$ cat config.mk
export PLATFORM = sky130hd
export DESIGN_NAME = axi_reg_mailbox
export DESIGN_NICKNAME = d
export VERILOG_FILES = /design/src/rtl/axi_reg_mailbox.sv
export SDC_FILE = /design/constraint.sdc
export NUM_CORES = 1
export LEC_CHECK = 0
export BUFFER_PORTS_ARGS = -buffer_cell sky130_fd_sc_hd__buf_2
export CORE_MARGIN = 4
export CORE_UTILIZATION = 32
export CTS_CLUSTER_DIAMETER = 40
export DETAILED_ROUTE_END_ITERATION = 10
export SYNTH_ARGS = -nofsm -noshare
export SYNTH_HDL_FRONTEND = slang
export SYNTH_SLANG_ARGS = --single-unit
$ cat constraint.sdc
create_clock -name clk -period 10 [get_ports clk]
set_input_delay 3 -clock clk [delete_from_list [all_inputs] [get_ports clk]]
set_output_delay 3 -clock clk [all_outputs]
set_load 0.02 [all_outputs]
$ cat src/rtl/axi_reg_mailbox.sv
// axi_reg_mailbox
//   Register-file target for the AXI register bridge. The CPU pushes words into a TX FIFO and
//   pops words from an RX FIFO through registers. Each FIFO connects to the fabric through a
//   valid/ready word stream.
//
//   Register map (index): 0 ID (RO), 1 STATUS (RO), 2 TXDATA (WO), 3 RXDATA (RO, pops),
//   4 CTRL (WO, self-clearing flush), 5 ERR (RW1C sticky). Any other index reads 0.
//
// Ports
//   clk, reset           single clock, synchronous active-high reset
//   i_rreg, i_rd         read index and read strobe; o_rdata is combinational
//   o_rdata              read data for i_rreg, based on the current state
//   i_wreg, i_wdata,
//   i_wr                 write index, data and strobe
//   tx_data, tx_valid,
//   tx_ready             TX stream: head word out, consumed on valid&ready
//   rx_data, rx_valid,
//   rx_ready             RX stream: word in, accepted on valid&ready
module axi_reg_mailbox #(
    parameter int unsigned R_ADDR_WIDTH = 3,
    parameter int unsigned DEPTH_BITS   = 4,
    parameter logic [31:0] ID_VALUE     = 32'h4D424F58
) (
    input  logic                    clk,
    input  logic                    reset,
    input  logic [R_ADDR_WIDTH-1:0] i_rreg,
    input  logic                    i_rd,
    output logic [31:0]             o_rdata,
    input  logic [R_ADDR_WIDTH-1:0] i_wreg,
    input  logic [31:0]             i_wdata,
    input  logic                    i_wr,
    output logic [31:0]             tx_data,
    output logic                    tx_valid,
    input  logic                    tx_ready,
    input  logic [31:0]             rx_data,
    input  logic                    rx_valid,
    output logic                    rx_ready
);

    localparam int unsigned         DEPTH    = 1 << DEPTH_BITS;
    localparam logic [DEPTH_BITS:0] FULL_LVL = (DEPTH_BITS+1)'(DEPTH);

    typedef enum logic [R_ADDR_WIDTH-1:0] {
        REG_ID     = R_ADDR_WIDTH'(0),
        REG_STATUS = R_ADDR_WIDTH'(1),
        REG_TXDATA = R_ADDR_WIDTH'(2),
        REG_RXDATA = R_ADDR_WIDTH'(3),
        REG_CTRL   = R_ADDR_WIDTH'(4),
        REG_ERR    = R_ADDR_WIDTH'(5)
    } reg_idx_e;

    logic [31:0]           tx_mem [DEPTH];
    logic [31:0]           rx_mem [DEPTH];
    logic [DEPTH_BITS-1:0] tx_wr_ptr, tx_rd_ptr, rx_wr_ptr, rx_rd_ptr;
    logic [DEPTH_BITS:0]   tx_level, rx_level;
    logic [1:0]            err;

    logic tx_full, tx_empty, rx_full, rx_empty;
    logic wr_txdata, tx_push, tx_pop, tx_ovf, tx_flush;
    logic rd_rxdata, rx_push, rx_pop, rx_unf, rx_flush;
    logic [1:0] err_clr;
    logic [31:0] status;

    always_comb begin
        tx_full   = (tx_level == FULL_LVL);
        tx_empty  = (tx_level == '0);
        rx_full   = (rx_level == FULL_LVL);
        rx_empty  = (rx_level == '0);

        tx_valid  = !tx_empty;
        tx_data   = tx_mem[tx_rd_ptr];
        rx_ready  = !rx_full;

        // Overflow is judged on the pre-edge level, so a same-edge stream pop does not
        // make room for the incoming word.
        wr_txdata = i_wr && (i_wreg == REG_TXDATA);
        tx_push   = wr_txdata && !tx_full;
        tx_ovf    = wr_txdata && tx_full;
        tx_pop    = tx_valid && tx_ready;
        tx_flush  = i_wr && (i_wreg == REG_CTRL) && i_wdata[0];

        rd_rxdata = i_rd && (i_rreg == REG_RXDATA);
        rx_pop    = rd_rxdata && !rx_empty;
        rx_unf    = rd_rxdata && rx_empty;
        rx_push   = rx_valid && rx_ready;
        rx_flush  = i_wr && (i_wreg == REG_CTRL) && i_wdata[1];

        err_clr   = (i_wr && (i_wreg == REG_ERR)) ? i_wdata[1:0] : 2'b00;

        status    = {tx_full, tx_empty, rx_full, rx_empty, 12'd0,
                     8'(rx_level), 8'(tx_level)};
    end

    always_comb begin
        o_rdata = '0;
        case (i_rreg)
            REG_ID:     o_rdata = ID_VALUE;
            REG_STATUS: o_rdata = status;
            REG_RXDATA: o_rdata = rx_empty ? '0 : rx_mem[rx_rd_ptr];
            REG_ERR:    o_rdata = {30'd0, err};
            default:    o_rdata = '0;
        endcase
    end

    // FIFO storage is deliberately left out of reset.
    always_ff @(posedge clk) begin
        if (tx_push) tx_mem[tx_wr_ptr] <= i_wdata;
        if (rx_push) rx_mem[rx_wr_ptr] <= rx_data;
    end

    always_ff @(posedge clk) begin
        if (reset) begin
            tx_wr_ptr <= '0;
            tx_rd_ptr <= '0;
            tx_level  <= '0;
            rx_wr_ptr <= '0;
            rx_rd_ptr <= '0;
            rx_level  <= '0;
            err       <= '0;
        end else begin
            // Flush wins over any push/pop on the same FIFO at this edge.
            if (tx_flush) begin
                tx_wr_ptr <= '0;
                tx_rd_ptr <= '0;
                tx_level  <= '0;
            end else begin
                if (tx_push) tx_wr_ptr <= tx_wr_ptr + DEPTH_BITS'(1);
                if (tx_pop)  tx_rd_ptr <= tx_rd_ptr + DEPTH_BITS'(1);
                tx_level <= tx_level + (DEPTH_BITS+1)'(tx_push) - (DEPTH_BITS+1)'(tx_pop);
            end

            if (rx_flush) begin
                rx_wr_ptr <= '0;
                rx_rd_ptr <= '0;
                rx_level  <= '0;
            end else begin
                if (rx_push) rx_wr_ptr <= rx_wr_ptr + DEPTH_BITS'(1);
                if (rx_pop)  rx_rd_ptr <= rx_rd_ptr + DEPTH_BITS'(1);
                rx_level <= rx_level + (DEPTH_BITS+1)'(rx_push) - (DEPTH_BITS+1)'(rx_pop);
            end

            // Set events take priority over a same-edge write-1-to-clear.
            err <= (err & ~err_clr) | {rx_unf, tx_ovf};
        end
    end

endmodule
# [Yosys cells after proc, flatten, opt, wreduce, memory -nomap -nowiden]
# Memory sizes are Yosys's and may differ from the RTL's. A register that Yosys moved wholly into a read port is not among the register bits.
# Cells that the tools add are included.
[totals] register_bits=28 mem_bits_rw=1024 output_inout_bits=66 n_memories=2
[classes] add_sub_neg=8 n_eq_ne=8 n_mux=11 bitwise_logic=3 n_reduce_logical=21
[memory_table] name="rx_mem" depth=16 word_bits=32 read_ports=1 rd_ports_with_merged_regs=1 write_ports=1 line="53" text="logic [31:0] rx_mem [DEPTH];"
[memory_table] name="tx_mem" depth=16 word_bits=32 read_ports=1 rd_ports_with_merged_regs=1 write_ports=1 line="52" text="logic [31:0] tx_mem [DEPTH];"
[op_table] operator="$pmux 32 s4" n=1
[op_table] operator="$mux 32" n=1
[op_table] operator="$add 4x1->4 const B" n=4
[op_table] operator="$mux 4" n=4
[op_table] operator="$logic_and 1x1->1" n=12
[op_table] operator="$add 5x1->5" n=2
[op_table] operator="$eq 5x5->1 const B" n=2
[op_table] operator="$logic_not 5->1" n=2
[op_table] operator="$sub 5x1->5" n=2
[op_table] operator="$eq 3x3->1 const B" n=3
[op_table] operator="$eq 3x2->1 const B" n=2
[op_table] operator="$logic_not 1->1" n=4
[op_table] operator="$mux 1" n=4
[op_table] operator="$reduce_or 2->1" n=2
[op_table] operator="$eq 3x1->1 const B" n=1
[op_table] operator="$logic_not 3->1" n=1
[op_table] operator="$and 2x2->2" n=1
[op_table] operator="$mux 2" n=1
[op_table] operator="$not 2->2" n=1
[op_table] operator="$or 2x2->2" n=1

# [Longest topological paths before layout]
[logic_depth] ltp_word=6 ltp_mapped=14 mapped_depth_nobuf=13

# [Least setup slack after synthesis]
# No wires, ideal clock.
[synth_timing] path_kind="input-to-output" from="input port i_rreg[2]" to="output port o_rdata[24]" t_arrival_ns=4.266 slack_ns=2.734 path_stages=5 cell_sequence="nand3b_1 -> or3_1 -> clkbuf_1 -> buf_2 -> o221ai_1"
[synth_via] elab_chain_cells=2
[synth_rtl] item="from (decl)" line="26" text="input logic [R_ADDR_WIDTH-1:0] i_rreg,"
[synth_rtl] item="$eq 3x3->1 (tied with other cells)" line="96" text="case (i_rreg)"
[synth_rtl] item="$pmux 32 s4 (*)" line="96"
[synth_rtl] item="to (decl)" line="28" text="output logic [31:0] o_rdata,"
# Mark *: on every way between the ends. The rest lies on a longest branch, timed or not.

# [Final worst setup path]
[layout_timing] from="input port i_rreg[2]" to="output port o_rdata[9]"
# The elaborated chain is that of the path after synthesis.

==> metrics.md <==
| Metric | Value |
|---|---|
| Period utilization | `82.60%` |
| CTS sink cnt | `~1.1k` |
| EDFF count, synth | `about 1.0k` |
| Fmax | `between 100 and 150 MHz` |
| DR vias/cell | `5.083` |
| Psw | `roughly 0.0027 W` |
| Worst r2r src | `tx_level[3]` |
| I/O Buffers | `~140` |
| Setup TNS | `0 ns` |
| Worst path bufs/invs | `2` |
| Switching Fraction | `roughly 24%` |
| Clock Tree Buf Depth | `3` |
| Cell Int Power | `~0.0085 W` |
| Share of total power in combinational logic | `approximately 11%` |
| Netlist cell types | `between 50 and 60` |
| Sequential share of power | `between 40% and 50%` |
| Status | `finished clean` |
| Clock Power Share | `a little over two fifths` |
| Synth area leaders | `edfxtp_1 75%, mux4_2 14%, mux4_1 2.4%, dfxtp_1 1.8%, mux2i_1 1.1%` |
| Initial DRC count | `about 1.8k` |
| Final min period | `between 8 and 9 ns` |
| Synth Cell Area | `between 40000 and 50000 sq um` |
| Vias in the first global route | `between 20k and 25k` |
| Worst hold stages | `2` |
| Slowest-stage cell, CP | `nor4b_2` |
| Leak pwr | `around 15 nW` |
| Seq/Total Area, Yosys | `roughly three quarters` |
| Critical Path End Type | `primary output` |
| Number of post-CTS setup repair buffers | `0` |
| CP Launch Type | `primary input` |
| Slew HR | `~15%` |
| Delay-heaviest family, CP | `simple AND/OR/NAND/NOR gates` |
| Synth async-reset ratio | `0%` |
| Final antenna-violating net count | `0` |
| Post-CTS resize count | `0` |
| Required @ worst endpoint | `around 7 ns` |
| FF-to-FF path depth | `13` |
| #FFs+latches synth | `1060` |
| Synth top area share | `between 70 and 80%` |
| VDD IR-drop max | `158.4 uV` |
| Hold Path Class | `reg -> reg` |
| Worst setup margin | `approximately 1.7 ns` |
| Core ar. | `between 100000 and 150000 sq um` |
| Detailed Place HPWL | `53.75 mm` |
| Critical path cell sequence | `buf_2, nand3b_1, nor4b_2, a22oi_1, o211ai_1, buf_2` |
| Die Height | `approximately 370 um` |
| RSZ-0062 raised after global routing | `false` |
| Worst Hold Launch | `tx_rd_ptr[3]` |
| Routed WL | `between 90 and 100 mm` |
| Clock buffer count from CTS | `approximately 130` |
| Setup WS pre-CTS | `around 1.7 ns` |
| I/O pins | `~140` |
| Standard-cell rows | `131` |
| Most frequent CP cell | `buf_2` |
| Hold endpoint | `tx_rd_ptr[3]` |
| Hold Fails Final Rpt | `0` |
| Synth Area per Inst | `23.08 sq um` |
| Die Wd | `366.3 um` |
| Crit. Startpoint | `i_rreg[2]` |
| Worst setup path class | `in -> out` |
| # DRC | `0` |
| Share of cells above drive strength 1 | `~33%` |
| Hold buffer count at cts | `0` |
| Max-cap viol count | `0` |
| Grt ovf | `0` |
| Finish-stage setup viols | `0` |
| Clk pin slew, worst setup/hold paths | `0.05 ns` |
| Final instance area | `slightly below 50000 sq um` |
| Mapped Cells | `around 1.8k` |
| Syn_nets | `about 1.9k` |
| CP Max Fanout | `15` |
| FF-to-FF End | `tx_level[4]` |
| Worst Clk Skew | `~0.025 ns` |
| Most frequent cells in the layout | `1024 x edfxtp_1, 250 x mux4_2, 141 x buf_2, 136 x clkbuf_16, 49 x buf_4` |
| Area leader, netlist | `edfxtp_1` |
| Slowest cell delay on critical path | `1.08 ns` |
| Root buffer cell | `clkbuf_16` |
| GRT Total Usage | `14.10%` |
| H-tree depth | `4` |
| Cell Pwr Density | `between 200 and 250 nW/um^2` |
| GPL Wtd Cong | `between 0.8 and 0.9` |
| Final Max Slew Viols | `0` |
| Initial Util | `between 30% and 40%` |
| Area grow syn2layout | `17.68%` |
| Ys Warns | `0` |
| Placed inst area | `roughly 44000 sq um` |
| Top_reg_cell synth | `edfxtp_1` |
| Vias | `a little under 20k` |
| Final hold slack | `just over 0.5 ns` |
| Slew @ Worst Pin | `roughly 1.3 ns` |
| TritonCTS clock tree | `done` |
| Nets | `about 2.1k` |
| Initial antenna violation count | `15` |
| Pin count of the biggest net entering global routing | `~80` |
| Most common cell after layout, fill and taps aside | `edfxtp_1` |
| First-pass DRT Iterations | `5` |
| R2R Setup Slk | `6.63 ns` |
| CP arrival | `5.26 ns` |
| Die ar. | `between 100000 and 150000 sq um` |
| Average wire per cell in the routed design | `approximately 25 um` |
| Worst-Skew Late Latency | `between 0.7 and 0.8 ns` |
| First-pass GRT wire length | `~140 mm` |
-- tightest hold or removal path: stages (launching register included) --
cell	delay, ns
dfxtp_1	0.32
xor2_1	0.08
nor2_1	0.08
-- synthesized netlist by cell type (3+ instances only) --
library cell and count:
a211o_1 3, clkbuf_1 19, a22oi_1 9, dfxtp_1 36
o22ai_1 11, buf_4 11, nor3_1 13, ha_1 20
o211ai_1 9, a31o_2 4, nand2_1 44, clkbuf_8 14
mux4_2 250, edfxtp_1 1024, nand3b_1 4, and2_1 3
or3_1 3, buf_2 23, xnor2_1 7, buf_8 6
nand3_1 10, inv_1 20, buf_6 11, mux4_1 38
o221ai_1 6, a21o_1 4, nor2_1 57, mux2i_1 46
a21oi_1 19, o21ai_0 11, xor2_1 10, nand2b_1 7
-- power by group through the flow --
| stage | sequential (W) | combinational, W | clock, W |
|---|---|---|---|
| after floorplan | 0.00509 | 0.000983 | 0 |
| after global placement | 0.00518 | 0.00122 | 0 |
| after detailed placement | 0.00518 | 0.00125 | 0 |
| after CTS | 0.00509 | 0.00125 | 0.00491 |
| after global routing | 0.00510 | 0.00133 | 0.00512 |
| final | 0.00509 | 0.00123 | 0.00480 |
-- cell type report --
class | instances | area, sq um
fill | 11390 | 79160
clock inverter | 87 | 1005
sequential | 1060 | 31490
inverter | 20 | 75.07
timing repair buffer | 190 | 1074
antenna | 6 | 15.01
clock buffer | 160 | 3533
multi-input combinational | 614 | 9081
tap | 1662 | 2079
-- registers in the layout, indices dropped and copies added (netlist names), named ones only --
signal and count:
rx_mem 512, rx_rd_ptr 4, rx_wr_ptr 4, tx_rd_ptr 4, tx_mem 512, err 2
tx_level 5, tx_wr_ptr 4, rx_level 5
-- metal layers --
metal	vias up	GRT usage (%)	wire length, um
li1	8102	-	-
met1	10310	18.94	39420
met2	729	22.86	46510
met3	165	3.409	6883
met4	6	4.169	2045
met5	-	0	34
-- how the worst max path moves through the flow --
stage	endpoint	cells after the start
after CTS	o_rdata[10]	6
after floorplan	o_rdata[24]	5
after detailed placement	o_rdata[10]	6
after global routing	o_rdata[10]	6
final	o_rdata[9]	6
after global placement	o_rdata[25]	6
-- kinds of logic after synthesis --
| kind of cell | Yosys count | share of synthesized area [%] |
|---|---|---|
| AOI/OAI and AO/OA | 79 | 1.279 |
| xor gates and xnor gates | 17 | 0.3624 |
| adders and majority gates | 22 | 0.7065 |
| buffers and inverters | 106 | 1.845 |
| DFF | 1060 | 76.59 |
| muxes | 334 | 17.25 |
| and+or+nand+nor | 162 | 1.964 |
-- through the flow --
step                      total power (W)  instances  utilization (%)
after CTS                         0.01126       3793            37.91
after floorplan                  0.006077       1780                -
after global routing              0.01156       3793            37.91
after global placement           0.006397       3546            34.35
after detailed placement         0.006433       3546            34.35
final                             0.01113       3799            37.92
(Power assumes the default switching activity.)
